===== src/rtl/imem_fetch_if.sv =====
// Fetch controller bus: instruction memory port, redirect input and decode handshake.
// The master side is the fetch controller; the slave side is memory/decode/branch logic.
interface imem_fetch_if;
    logic        fetch_en;
    logic [63:0] imem_addr;
    logic [31:0] imem_data;
    logic        redirect_valid;
    logic [63:0] redirect_pc;
    logic        inst_valid;
    logic        inst_ready;
    logic [31:0] inst_o;
    logic [63:0] inst_pc;
    logic        misaligned_o;

    modport master (
        input  fetch_en, imem_data, redirect_valid, redirect_pc, inst_ready,
        output imem_addr, inst_valid, inst_o, inst_pc, misaligned_o
    );

    modport slave (
        output fetch_en, imem_data, redirect_valid, redirect_pc, inst_ready,
        input  imem_addr, inst_valid, inst_o, inst_pc, misaligned_o
    );
endinterface


===== src/rtl/imem_fetch_ctrl.sv =====
// Instruction-fetch sequencer: owns the PC, fetches from a combinational instruction
// memory into a small {pc, inst} FIFO and hands entries to decode over valid/ready.
//
//   state | meaning
//   IDLE  | fetching disabled; FIFO may still drain
//   FETCH | one push per cycle while fetch_en is high and the FIFO has room
//   HALT  | misaligned redirect seen; frozen until reset
module imem_fetch_ctrl #(
    parameter logic [63:0] RESET_PC       = 64'h0,
    parameter int          FIFO_DEPTH_POW = 1
) (
    input  logic   clk,
    input  logic   rst_n,
    imem_fetch_if.master bus
);
    localparam int DEPTH = 1 << FIFO_DEPTH_POW;

    typedef enum logic [1:0] {IDLE, FETCH, HALT} state_t;

    state_t state, state_nxt;

    logic [63:0]             pc;
    logic                    misaligned_q;
    logic [63:0]             fifo_pc   [DEPTH];
    logic [31:0]             fifo_inst [DEPTH];
    logic [FIFO_DEPTH_POW:0] wr_ptr, rd_ptr;
    logic [FIFO_DEPTH_POW-1:0] wr_idx, rd_idx;
    logic                    empty, full;
    logic                    push, pop, redirect, redirect_bad;

    assign wr_idx = wr_ptr[FIFO_DEPTH_POW-1:0];
    assign rd_idx = rd_ptr[FIFO_DEPTH_POW-1:0];
    assign empty  = (wr_ptr == rd_ptr);
    assign full   = (wr_ptr[FIFO_DEPTH_POW] != rd_ptr[FIFO_DEPTH_POW]) && (wr_idx == rd_idx);

    always_ff @(posedge clk or negedge rst_n) begin
        if (!rst_n) begin
            state <= IDLE;
        end else begin
            state <= state_nxt;
        end
    end

    always_comb begin
        state_nxt = state;
        case (state)
            IDLE: begin
                if (redirect_bad)
                    state_nxt = HALT;
                else if (!redirect && bus.fetch_en)
                    state_nxt = FETCH;
            end
            FETCH: begin
                if (redirect_bad)
                    state_nxt = HALT;
                else if (!redirect && !bus.fetch_en)
                    state_nxt = IDLE;
            end
            HALT:    state_nxt = HALT;
            default: state_nxt = IDLE;
        endcase
    end

    // Redirects are ignored once halted so imem_addr keeps the offending PC.
    always_comb begin
        redirect     = 1'b0;
        redirect_bad = 1'b0;
        push         = 1'b0;
        pop          = !empty && bus.inst_ready;
        if (state != HALT) begin
            redirect     = bus.redirect_valid;
            redirect_bad = bus.redirect_valid && (bus.redirect_pc[1:0] != 2'b00);
        end
        if ((state == FETCH) && bus.fetch_en && !redirect && (!full || pop))
            push = 1'b1;
    end

    always_ff @(posedge clk or negedge rst_n) begin
        if (!rst_n) begin
            pc           <= RESET_PC;
            wr_ptr       <= '0;
            rd_ptr       <= '0;
            misaligned_q <= 1'b0;
            for (int i = 0; i < DEPTH; i++) begin
                fifo_pc[i]   <= '0;
                fifo_inst[i] <= '0;
            end
        end else if (redirect) begin
            pc     <= bus.redirect_pc;
            wr_ptr <= '0;
            rd_ptr <= '0;
            if (redirect_bad)
                misaligned_q <= 1'b1;
        end else begin
            if (push) begin
                fifo_pc[wr_idx]   <= pc;
                fifo_inst[wr_idx] <= bus.imem_data;
                wr_ptr            <= wr_ptr + 1'b1;
                pc                <= pc + 64'd4;
            end
            if (pop)
                rd_ptr <= rd_ptr + 1'b1;
        end
    end

    assign bus.imem_addr    = pc;
    assign bus.inst_valid   = !empty;
    assign bus.inst_o       = fifo_inst[rd_idx];
    assign bus.inst_pc      = fifo_pc[rd_idx];
    assign bus.misaligned_o = misaligned_q;
endmodule


===== src/flat_wrapper.sv =====
// flat-port wrapper written by rule: the top's interface ports become plain ports
module imem_fetch_ctrl_flat 
#(
    parameter logic [63:0] RESET_PC       = 64'h0,
    parameter int          FIFO_DEPTH_POW = 1
)
  (clk, rst_n, bus_fetch_en, bus_imem_data, bus_redirect_valid, bus_redirect_pc, bus_inst_ready, bus_imem_addr, bus_inst_valid, bus_inst_o, bus_inst_pc, bus_misaligned_o);
  imem_fetch_if bus_i ();
  input  logic clk;
  input  logic rst_n;
  input wire logic [$bits(bus_i.fetch_en)-1:0] bus_fetch_en;
  input wire logic [$bits(bus_i.imem_data)-1:0] bus_imem_data;
  input wire logic [$bits(bus_i.redirect_valid)-1:0] bus_redirect_valid;
  input wire logic [$bits(bus_i.redirect_pc)-1:0] bus_redirect_pc;
  input wire logic [$bits(bus_i.inst_ready)-1:0] bus_inst_ready;
  output wire logic [$bits(bus_i.imem_addr)-1:0] bus_imem_addr;
  output wire logic [$bits(bus_i.inst_valid)-1:0] bus_inst_valid;
  output wire logic [$bits(bus_i.inst_o)-1:0] bus_inst_o;
  output wire logic [$bits(bus_i.inst_pc)-1:0] bus_inst_pc;
  output wire logic [$bits(bus_i.misaligned_o)-1:0] bus_misaligned_o;
  assign bus_i.fetch_en = bus_fetch_en;
  assign bus_i.imem_data = bus_imem_data;
  assign bus_i.redirect_valid = bus_redirect_valid;
  assign bus_i.redirect_pc = bus_redirect_pc;
  assign bus_i.inst_ready = bus_inst_ready;
  assign bus_imem_addr = bus_i.imem_addr;
  assign bus_inst_valid = bus_i.inst_valid;
  assign bus_inst_o = bus_i.inst_o;
  assign bus_inst_pc = bus_i.inst_pc;
  assign bus_misaligned_o = bus_i.misaligned_o;
  imem_fetch_ctrl #(.RESET_PC(RESET_PC), .FIFO_DEPTH_POW(FIFO_DEPTH_POW)) u_core (.clk(clk), .rst_n(rst_n), .bus(bus_i));
endmodule

===== config.mk =====
export PLATFORM = sky130hd
export DESIGN_NAME = imem_fetch_ctrl_flat
export DESIGN_NICKNAME = d
export VERILOG_FILES = /design/src/rtl/imem_fetch_if.sv /design/src/rtl/imem_fetch_ctrl.sv /design/src/flat_wrapper.sv
export SDC_FILE = /design/constraint.sdc
export NUM_CORES = 1
export LEC_CHECK = 0
export CORE_UTILIZATION = 51
export CTS_CLUSTER_DIAMETER = 150
export DETAILED_ROUTE_END_ITERATION = 6
export PLACE_DENSITY = 0.8
export SYNTH_ARGS = -nofsm -noshare
export SYNTH_HDL_FRONTEND = slang
export SYNTH_SLANG_ARGS = --single-unit
export TNS_END_PERCENT = 20

===== constraint.sdc =====
create_clock -name clk -period 3 [get_ports clk]
set_input_delay 0.45 -clock clk [delete_from_list [all_inputs] [get_ports clk]]
set_output_delay 0.45 -clock clk [all_outputs]
set_load 0.02 [all_outputs]

-- Word level (Yosys, flattened, before mapping)
Index checks and enable logic that the tools add are counted.
- bits in registers: 263
- bits in latches: 0
- memory bits (writable): 0
- memory bits (read-only): 0
- input port bits: 101
- memories kept: 0
- add/subtract/negate cells: 3
- multipliers: 0
- div/mod/pow operators: 0
- magnitude comparators: 3
- equality and inequality tests: 8
- shift operators: 0
- mux-type cells: 26
- bitwise logic cells: 3
- reduce and logical (&&, ||, !) cells: 21
- operators by type and width (cell ; count):
    64-bit two-way mux ; 6
    128-bit bitwise mux ; 1
    32-bit two-way mux ; 4
    64-bit by 3-bit adder with 64-bit output, second input constant ; 1
    64-bit bitwise mux ; 1
    64-bit demux with 1-bit select ; 1
    32-bit demux with 1-bit select ; 1
    2-bit two-way mux ; 8
    1-bit logical AND ; 9
    3-bit by 1-bit != test with 1-bit output, second input constant ; 2
    2-bit one-hot mux with 3 select lines ; 1
    2-bit AND reduction ; 3
    2-bit nonzero test ; 3
    2-bit by 1-bit adder with 2-bit output, second input constant ; 2
    2-bit >= comparator, second input constant ; 2
    1-bit zero test ; 4
    1-bit inverter with 2-bit output ; 2
    1-bit two-way mux ; 3
    2-bit by 1-bit equality test with 1-bit output, second input constant ; 1
    2-bit equality test ; 1
    2-bit equality test, second input constant ; 1
    2-bit zero test ; 1
    2-bit by 1-bit less-than comparator with 1-bit output, second input constant ; 1
    2-bit != test, second input constant ; 1
    other kinds (4) ; 4

-- Longest topological paths before layout
Gate-level depths: netlist of the first run.
- depth after elaboration: 8
- mapped depth: 9
- gate-level depth less buffers: 7

-- Worst setup path before layout of the first run
Ideal clock, no wire load.
- kind: register to register
- from: register u_core.pc[18] (netlist: u_core.bus.imem_addr[18])
- to: register u_core.pc[61] (netlist: u_core.bus.imem_addr[61])
- arrival: 2187 ps
- slack: 744 ps
- cell stages (with the launch flop): 9
- path buffers: 2
- period minus slack after synthesis: 2256 ps
- cells stage by stage: dfrtp_1 -> buf_2 -> and4_1 -> buf_4 -> and3_2 -> nand4_4 -> or4_4 -> or4_1 -> nand3_1
- word-level cells in the longest chain between the ends: 3
- ends and longest elaborated chain (item ; RTL line ; source):
    from (decl) ; imem_fetch_ctrl.sv:22 ; logic [63:0] pc;
    from (signal assigned) ; imem_fetch_ctrl.sv:89 ; pc <= bus.redirect_pc;
    from (signal assigned) ; imem_fetch_ctrl.sv:99 ; pc <= pc + 64'd4;
    64-bit by 3-bit adder with 64-bit output ; imem_fetch_ctrl.sv:99 ;
    64-bit two-way mux ; imem_fetch_ctrl.sv:95 ; if (push) begin
    64-bit two-way mux ; imem_fetch_ctrl.sv:88 ; end else if (redirect) begin
No other way between the ends. The select of a mux whose other input is x is not followed.
A chain may end at the register's enable or synchronous reset.

-- Final worst setup path of the first run
- from: register u_core.rd_ptr[0]
- to: output bus_inst_pc[30]
- word-level cells in the longest chain between the ends: 4
- ends and longest elaborated chain (item ; RTL line ; source):
    from (decl) ; imem_fetch_ctrl.sv:26 ; logic [FIFO_DEPTH_POW:0] wr_ptr, rd_ptr;
    from (signal assigned) ; imem_fetch_ctrl.sv:102 ; rd_ptr <= rd_ptr + 1'b1;
    1-bit inverter with 2-bit output (implied by the code) ; imem_fetch_ctrl.sv:109 ; assign bus.inst_pc = fifo_pc[rd_idx];
    64-bit two-way mux (implied by the code) (3 in series) ; imem_fetch_ctrl.sv:109 ;
    to (decl) ; flat_wrapper.sv:19 ; output wire logic [$bits(bus_i.inst_pc)-1:0] bus_inst_pc;
No other way between the ends. The select of a mux whose other input is x is not followed.

==> summary.txt, run 1 <==
Synthesis
  • Post-synth net total: approximately 1100
  • Post-synthesis xor/xnor area fraction: between 3 and 4%
  • Mapped Cells: about 990
  • Fraction of synthesized area in multiplexers: 26.7%
  • Leading area contributor after synthesis: dfrtp_1
  • Number of synthesized flops with an enable pin: 0
  • Largest family of logic cells by synthesized area: multiplexers
  • Dominant synthesized flop cell: dfrtp_1
  • Yosys reg bits: between 200 and 300
  • Synth Cell Area: 12300 um2
  • Syn avg cell area: about 12 um2
  • Post-synth cell types: 50
  • Synth top area share: roughly 54%
  • Post-Synth Simple-Gate Area: between 10% and 20%
  • FFs w/ async S/R, synth: 100%
  • Seq/Total Area, Yosys: between 50% and 60%
  • Most common cell in the netlist: mux2_2
  • Post-Synth Adder-Cell Area: less than 1%
  • Leading post-synthesis cells by cell area: dfrtp_1, mux2_2, nand2_1, xnor2_1, xor2_1
  • Area fraction in compound gates after synthesis: just under 4%
  • Yosys warning count: 0
  • Commonest cells in the netlist: mux2_2, dfrtp_1, nand2_1, nor2_1, o21ai_0

Power and ir drop
  • P_int: about 0.01 W
  • Sequential power share: 37.7%
  • Psw: between 0.005 and 0.006 W
  • Leakage: between 7 and 8 nW
  • VDD IR max: ~0.64 mV
  • Pwr Total: ~0.015 W
  • Comb power frac: approximately two fifths
  • Switching Share: ~36%
  • PwrDens: between 900 and 1000 nW/um2
  • Clock power share: about 22%

Floorplanning
  • Die height: around 160 um
  • Initial core utilization: 52.1%
  • Core area: approximately 24000 um2
  • DIE WIDTH: ~160 um
  • I/O pin cnt: approximately 260
  • Die Area: ~25000 um2
  • Row count: between 50 and 60

Detailed routing
  • First drt pass iteration count: 5
  • Final wirelength: between 30000 and 40000 um
  • ANT nets after route: 0
  • Vias per cell: 5.56
  • Iter 0 DRT Violations: between 500 and 600
  • Vias: between 8000 and 9000
  • Wirelength per Cell: 19.7 um
  • DRC: 0

Place
  • Hpwl dp: around 21000 um
  • Placed Cells: roughly 1500
  • IO Port Bufs: about 260
  • Gpl congestion: between 0.8 and 0.9

Clocking
  • Max Root-Sink Buffers: 3
  • CTS root buf: clkbuf_16
  • Clock Sinks: roughly 260
  • H-tree levels: 1
  • CTS tree: yes
  • Clock buffer count from CTS: 28
  • Clock transition at the registers of the reported paths: around 0.06 ns
  • Clock latency on the worst-skew pair: 0.54 ns

Hold path
  • Hold/Removal Path Class: flip-flop to flip-flop

Global routing
  • Total track usage: between 20% and 30%
  • Grt ovf: 0
  • Largest net degree at the start of global routing: 75
  • Antenna violations before repair: 1
  • First-pass GRT wire length: 49700 um
  • Vias in the first global route: around 9000

Worst setup path
  • Reg2reg setup slack: about 0.5 ns
  • R2R cell count: 6
  • Critical-path cell list: buf_6, mux2_2, clkdlybuf4s50_1
  • CP max stage delay: roughly 0.57 ns
  • Critical setup path kind: flip-flop to primary output
  • Setup crit end: bus_inst_pc[30]
  • Crit start category: flip-flop
  • Worst-path fanout max: 41
  • CP delay by family, top: buffers and inverters
  • Worst path required time: roughly 2.6 ns
  • Launch point of the worst reg-to-reg path: u_core.bus.imem_addr[18]$_DFFE_PN0P_
  • Reg2reg end: u_core.bus.imem_addr[62]$_DFFE_PN0P_
  • Crit path DAT: 2.36 ns
  • Crit path from: u_core.rd_ptr[0]$_DFFE_PN0P_
  • Cell count along the critical path: 3
  • CP Capture Type: primary output
  • CP max-delay cell: clkdlybuf4s50_1
  • WP buf/inv: 2

Finish
  • Layout overhead on the synthesized area: 32.8%
  • # fillers: about 1800
  • Fraction of layout instances using a drive strength above 1: 29.3%
  • Fin cells: roughly 1600
  • Nets: 1349

Timing
  • Worst hold slack: between 0.4 and 0.5 ns
  • Setup TNS: 0 ns
  • Layout Skew: ~0.021 ns
  • RSZ-0062 raised after global routing: no
  • Endpoints failing hold: 0
  • Slew HR: approximately three fifths
  • Worst Tran Pin Value: slightly above 0.6 ns
  • Max frequency: 356 MHz
  • Final slew viol count: 0
  • Fin crit period: between 2 and 3 ns
  • Final setup vio count: 0
  • Crit share post-route: 93.6%

Status
  • Status: complete, no violations

Run
  • Max Cap Viol: 0
[cells by family after synthesis]
logic type / after synthesis
muxes: 291
DFF: 263
and+or+nand+nor: 249
AOI/OAI and AO/OA: 77
buffers and inverters: 64
xor gates and xnor gates: 44
adders and majority gates: 1
[worst min-delay path by stage]
| stage | from | end | slack [ns] | depth (start not counted) |
|---|---|---|---|---|
| 2_1_floorplan | rst_n | u_core.bus.imem_addr[0]$_DFFE_PN0P_ | 0.15 | 0 |
| 3_3_place_gp | u_core.bus.misaligned_o$_DFFE_PN0P_ | u_core.bus.misaligned_o$_DFFE_PN0P_ | 0.45 | 1 |
| 3_5_place_dp | u_core.bus.misaligned_o$_DFFE_PN0P_ | u_core.bus.misaligned_o$_DFFE_PN0P_ | 0.45 | 1 |
| 4_1_cts | bus_redirect_pc[2] | u_core.bus.imem_addr[2]$_DFFE_PN0P_ | 0.45 | 3 |
| 5_1_grt | bus_redirect_pc[19] | u_core.bus.imem_addr[19]$_DFFE_PN0P_ | 0.48 | 3 |
| 6_report | u_core.bus.misaligned_o$_DFFE_PN0P_ | u_core.bus.misaligned_o$_DFFE_PN0P_ | 0.46 | 1 |
[stage by stage]
stage                     util, %  setup WS, ns  cell area, um2
after detailed placement     65.3         0.407           15400
after global placement       65.3         0.477           15400
after CTS                    69.2        0.0191           16300
after floorplan                 -         0.744           12300
after global routing         69.2         0.116           16300
final                        69.2         0.191           16300
[cells in the final DEF (no fill, tap or decap), types with 13 or more instances in the layout]
master | netlist | final
nand4_1 | 19 | 19
xor2_1 | 22 | 22
a21oi_1 | 13 | 13
clkbuf_16 | 0 | 29
o21ai_0 | 36 | 36
clkdlybuf4s50_1 | 0 | 261
nor3_1 | 15 | 15
xnor2_1 | 22 | 22
nand3_1 | 33 | 33
dfrtp_1 | 263 | 262
mux2_2 | 288 | 288
and3_1 | 18 | 18
nor2_1 | 45 | 45
nand2_1 | 79 | 77
buf_4 | 1 | 16
[cell type report]
type | instances | area [um2] | share of cell area (%)
clock buffer | 45 | 856 | 5.25
multi-input combinational | 662 | 5440 | 33.4
timing repair buffer | 290 | 2970 | 18.2
inverter | 2 | 7.51 | 0.0461
sequential | 263 | 6590 | 40.4
clock inverter | 3 | 43.8 | 0.269
tap | 319 | 399 | 2.45
antenna | 1 | 2.50 | 0.0154
[sequential cells by signal (all words and copies together), names as in the netlist]
register,count
u_core.bus.imem_addr,64
u_core.rd_ptr,2
u_core.fifo_pc,128
u_core.bus.misaligned_o,1
u_core.wr_ptr,2
u_core.fifo_inst,64
u_core.state,2
[repair_timing]
item | CTS | global route
gates resized for setup | 0 | 1
hold buffers | 1 | 0
buffers inserted | 0 | 0
endpoints found under the setup margin | 0 | 11
hold endpoints to repair | 69 | 0
[power groups by stage]
stage | Clock, W | Combinational, W | Sequential [W]
finish | 0.00338 | 0.00612 | 0.00574
global route | 0.00359 | 0.00651 | 0.00592
CTS | 0.00344 | 0.00617 | 0.00573
detailed placement | 0 | 0.00612 | 0.00577
global placement | 0 | 0.00603 | 0.00570
floorplan | 0 | 0.00306 | 0.00588
[metal layers]
layer / up-vias / share of wire, % / track usage, %
met2: 261 / 48 / 42.3
met4: 0 / 2.4 / 7.35
li1: 4060 / - / -
met5: - / 0 / 0
met3: 47 / 6.7 / 5.84
met1: 4446 / 43 / 34.1
(Power assumes the default switching activity.)
==> run 2: changes to the inputs <==
CORE_UTILIZATION = 53   (was 51)
CTS_BUF_LIST = sky130_fd_sc_hd__clkbuf_4   (was not set)
PLACE_DENSITY = 0.83   (was 0.8)
==> summary.txt, run 2 (synthesis gave the netlist of run 1 again) <==
Clocking
  • Clock buffer count from CTS: 72 (was 28)
  • Clock transition at the registers of the reported paths: 0.06 ns (about the same)
  • H-tree levels: 3 (was 1)
  • CTS tree: yes (unchanged)
  • CTS root buf: clkbuf_4 (was clkbuf_16)
  • Max Root-Sink Buffers: 3 (unchanged)
  • Clock Sinks: 263 (unchanged)
  • Clock latency on the worst-skew pair: 0.67 ns (was 0.54 ns)

Floorplanning
  • Initial core utilization: 54.2% (was 52.1%)
  • Die Area: 23800 um2 (was 24700 um2)
  • Core area: 22600 um2 (was 23500 um2)
  • Row count: 55 (was 56)
  • I/O pin cnt: 263 (unchanged)
  • DIE WIDTH: 154 um (was 157 um)
  • Die height: 154 um (was 157 um)

Place
  • IO Port Bufs: 262 (unchanged)
  • Gpl congestion: 0.866 (was 0.844)
  • Hpwl dp: 20900 um (was 21200 um)

Finish
  • Commonest cells after routing, fill and taps aside: mux2_2, dfrtp_1, clkdlybuf4s50_1 (unchanged)
  • Reg with most FFs: u_core.fifo_pc (unchanged)
  • # fillers: 1553 (was 1752)
  • Most common cell after layout, fill and taps aside: mux2_2 (unchanged)
  • Nets: 1394 (was 1349)
  • Number of flip-flops in the largest register: 128 (unchanged)
  • Fraction of layout instances using a drive strength above 1: 33.9% (was 29.3%)
  • Layout overhead on the synthesized area: 33.4% (was 32.8%)

Global routing
  • Largest net degree at the start of global routing: 82 (was 75)
  • Grt ovf: 0 (unchanged)
  • Total track usage: 27.0% (was 25.7%)
  • Vias in the first global route: 9668 (was 9125)
  • Antenna violations before repair: 3 (was 1)
  • First-pass GRT wire length: 50700 um (was 49700 um)

Timing
  • Max frequency: 352 MHz (was 356 MHz)
  • Final slew viol count: 0 (unchanged)
  • Worst Tran Pin Value: 0.620 ns (was 0.618 ns)
  • Fin crit period: 2.84 ns (was 2.81 ns)
  • Final setup vio count: 0 (unchanged)
  • Worst hold slack: 0.353 ns (was 0.461 ns)
  • Setup TNS: 0 ns (unchanged)
  • RSZ-0062 raised after global routing: no (unchanged)
  • Layout Skew: 0.0577 ns (was 0.0215 ns)
  • Slew HR: 58.7% (was 58.8%)
  • Endpoints failing hold: 0 (unchanged)
  • Crit share post-route: 94.8% (was 93.6%)

Hold path
  • Hold/Removal Path Class: primary input to flip-flop (was flip-flop to flip-flop)

Detailed routing
  • Vias per cell: 5.63 (was 5.56)
  • Vias: 9185 (was 8814)
  • Wirelength per Cell: 19.1 um (was 19.7 um)
  • Iter 0 DRT Violations: 451 (was 587)
  • ANT nets after route: 0 (unchanged)
  • Final wirelength: 31200 um (was 31300 um)
  • DRC: 0 (unchanged)
  • First drt pass iteration count: 5 (unchanged)

Run
  • Max Cap Viol: 0 (unchanged)

Worst setup path
  • Crit start category: flip-flop (unchanged)
  • Worst-path fanout max: 54 (was 41)
  • Critical setup path kind: flip-flop to primary output (unchanged)
  • Crit path DAT: 2.39 ns (was 2.36 ns)
  • CP Capture Type: primary output (unchanged)
  • Reg2reg setup slack: 0.54 ns (was 0.51 ns)
  • Worst path required time: 2.55 ns (about the same)

Power and ir drop
  • Leakage: 7.59 nW (was 7.43 nW)
  • VDD IR max: 0.529 mV (was 0.640 mV)
  • PwrDens: 935 nW/um2 (about the same)

Status
  • Status: complete, no violations (unchanged)
## run 2: through the flow
stage                     util (%)  setup slack, ns  area, um2  total power (W)  std cells
final                         72.3            0.155      16400           0.0153       1632
after global routing          72.3           0.0552      16400           0.0161       1631
after CTS                     72.3           0.0925      16400           0.0154       1628
after detailed placement      67.8            0.340      15400           0.0119       1500
after global placement        67.8            0.392      15400           0.0117       1500
after floorplan                  -            0.744      12300          0.00894        989
## run 2: final timing paths
kind	endpoint	depth (start not counted)	startpoint
worst max-delay path	bus_inst_pc[46]	3	u_core.rd_ptr[0]$_DFFE_PN0P_
worst min-delay path	u_core.bus.imem_addr[15]$_DFFE_PN0P_	3	bus_redirect_pc[15]
worst min register to register	u_core.bus.misaligned_o$_DFFE_PN0P_	1	u_core.bus.misaligned_o$_DFFE_PN0P_
min in group asynchronous	u_core.fifo_inst[53]$_DFFE_PN0P_	2	rst_n
max in group asynchronous	u_core.fifo_pc[49]$_DFFE_PN0P_	3	rst_n
worst max register to register	u_core.bus.imem_addr[62]$_DFFE_PN0P_	6	u_core.bus.imem_addr[31]$_DFFE_PN0P_
## run 2: worst max-delay path, cell delays in order (launching register included)
cell and delay, ns:
dfrtp_4 0.50, buf_16 0.29, mux2_2 0.38, clkdlybuf4s50_1 0.56
## run 2: cell type report
type / instances / area (um2) / share of cell area (%)
Multi-Input combinational cell: 662 / 5440 / 33.2
Tap cell: 285 / 357 / 2.18
Timing Repair Buffer: 291 / 3010 / 18.4
Clock buffer: 117 / 878 / 5.36
Sequential cell: 263 / 6590 / 40.2
Inverter: 2 / 7.51 / 0.0459
Antenna cell: 4 / 10.0 / 0.0611
Clock inverter: 8 / 92.6 / 0.565
## run 2: power breakdown
part,switching [W],internal (W),total [W]
logic,0.00294,0.00320,0.00614
registers,0.00115,0.00461,0.00575
clock network,0.00149,0.00193,0.00342
total,0.00558,0.00973,0.0153
## run 2: timing repair
item                                   CTS  global route
resized for setup                        1             0
hold buffers                             1             0
setup endpoints to repair               54             0
buffers inserted                         2             0
endpoints found under the hold margin   77             0
## run 2: metal layers
| metal | global-route usage (%) | vias up | wire (um) |
|---|---|---|---|
| met2 | 43.3 | 314 | 15000 |
| met4 | 10.5 | 0 | 834 |
| met1 | 35.0 | 4584 | 13200 |
| met3 | 7.23 | 70 | 2180 |
| li1 | - | 4217 | - |
| met5 | 0 | - | 0 |
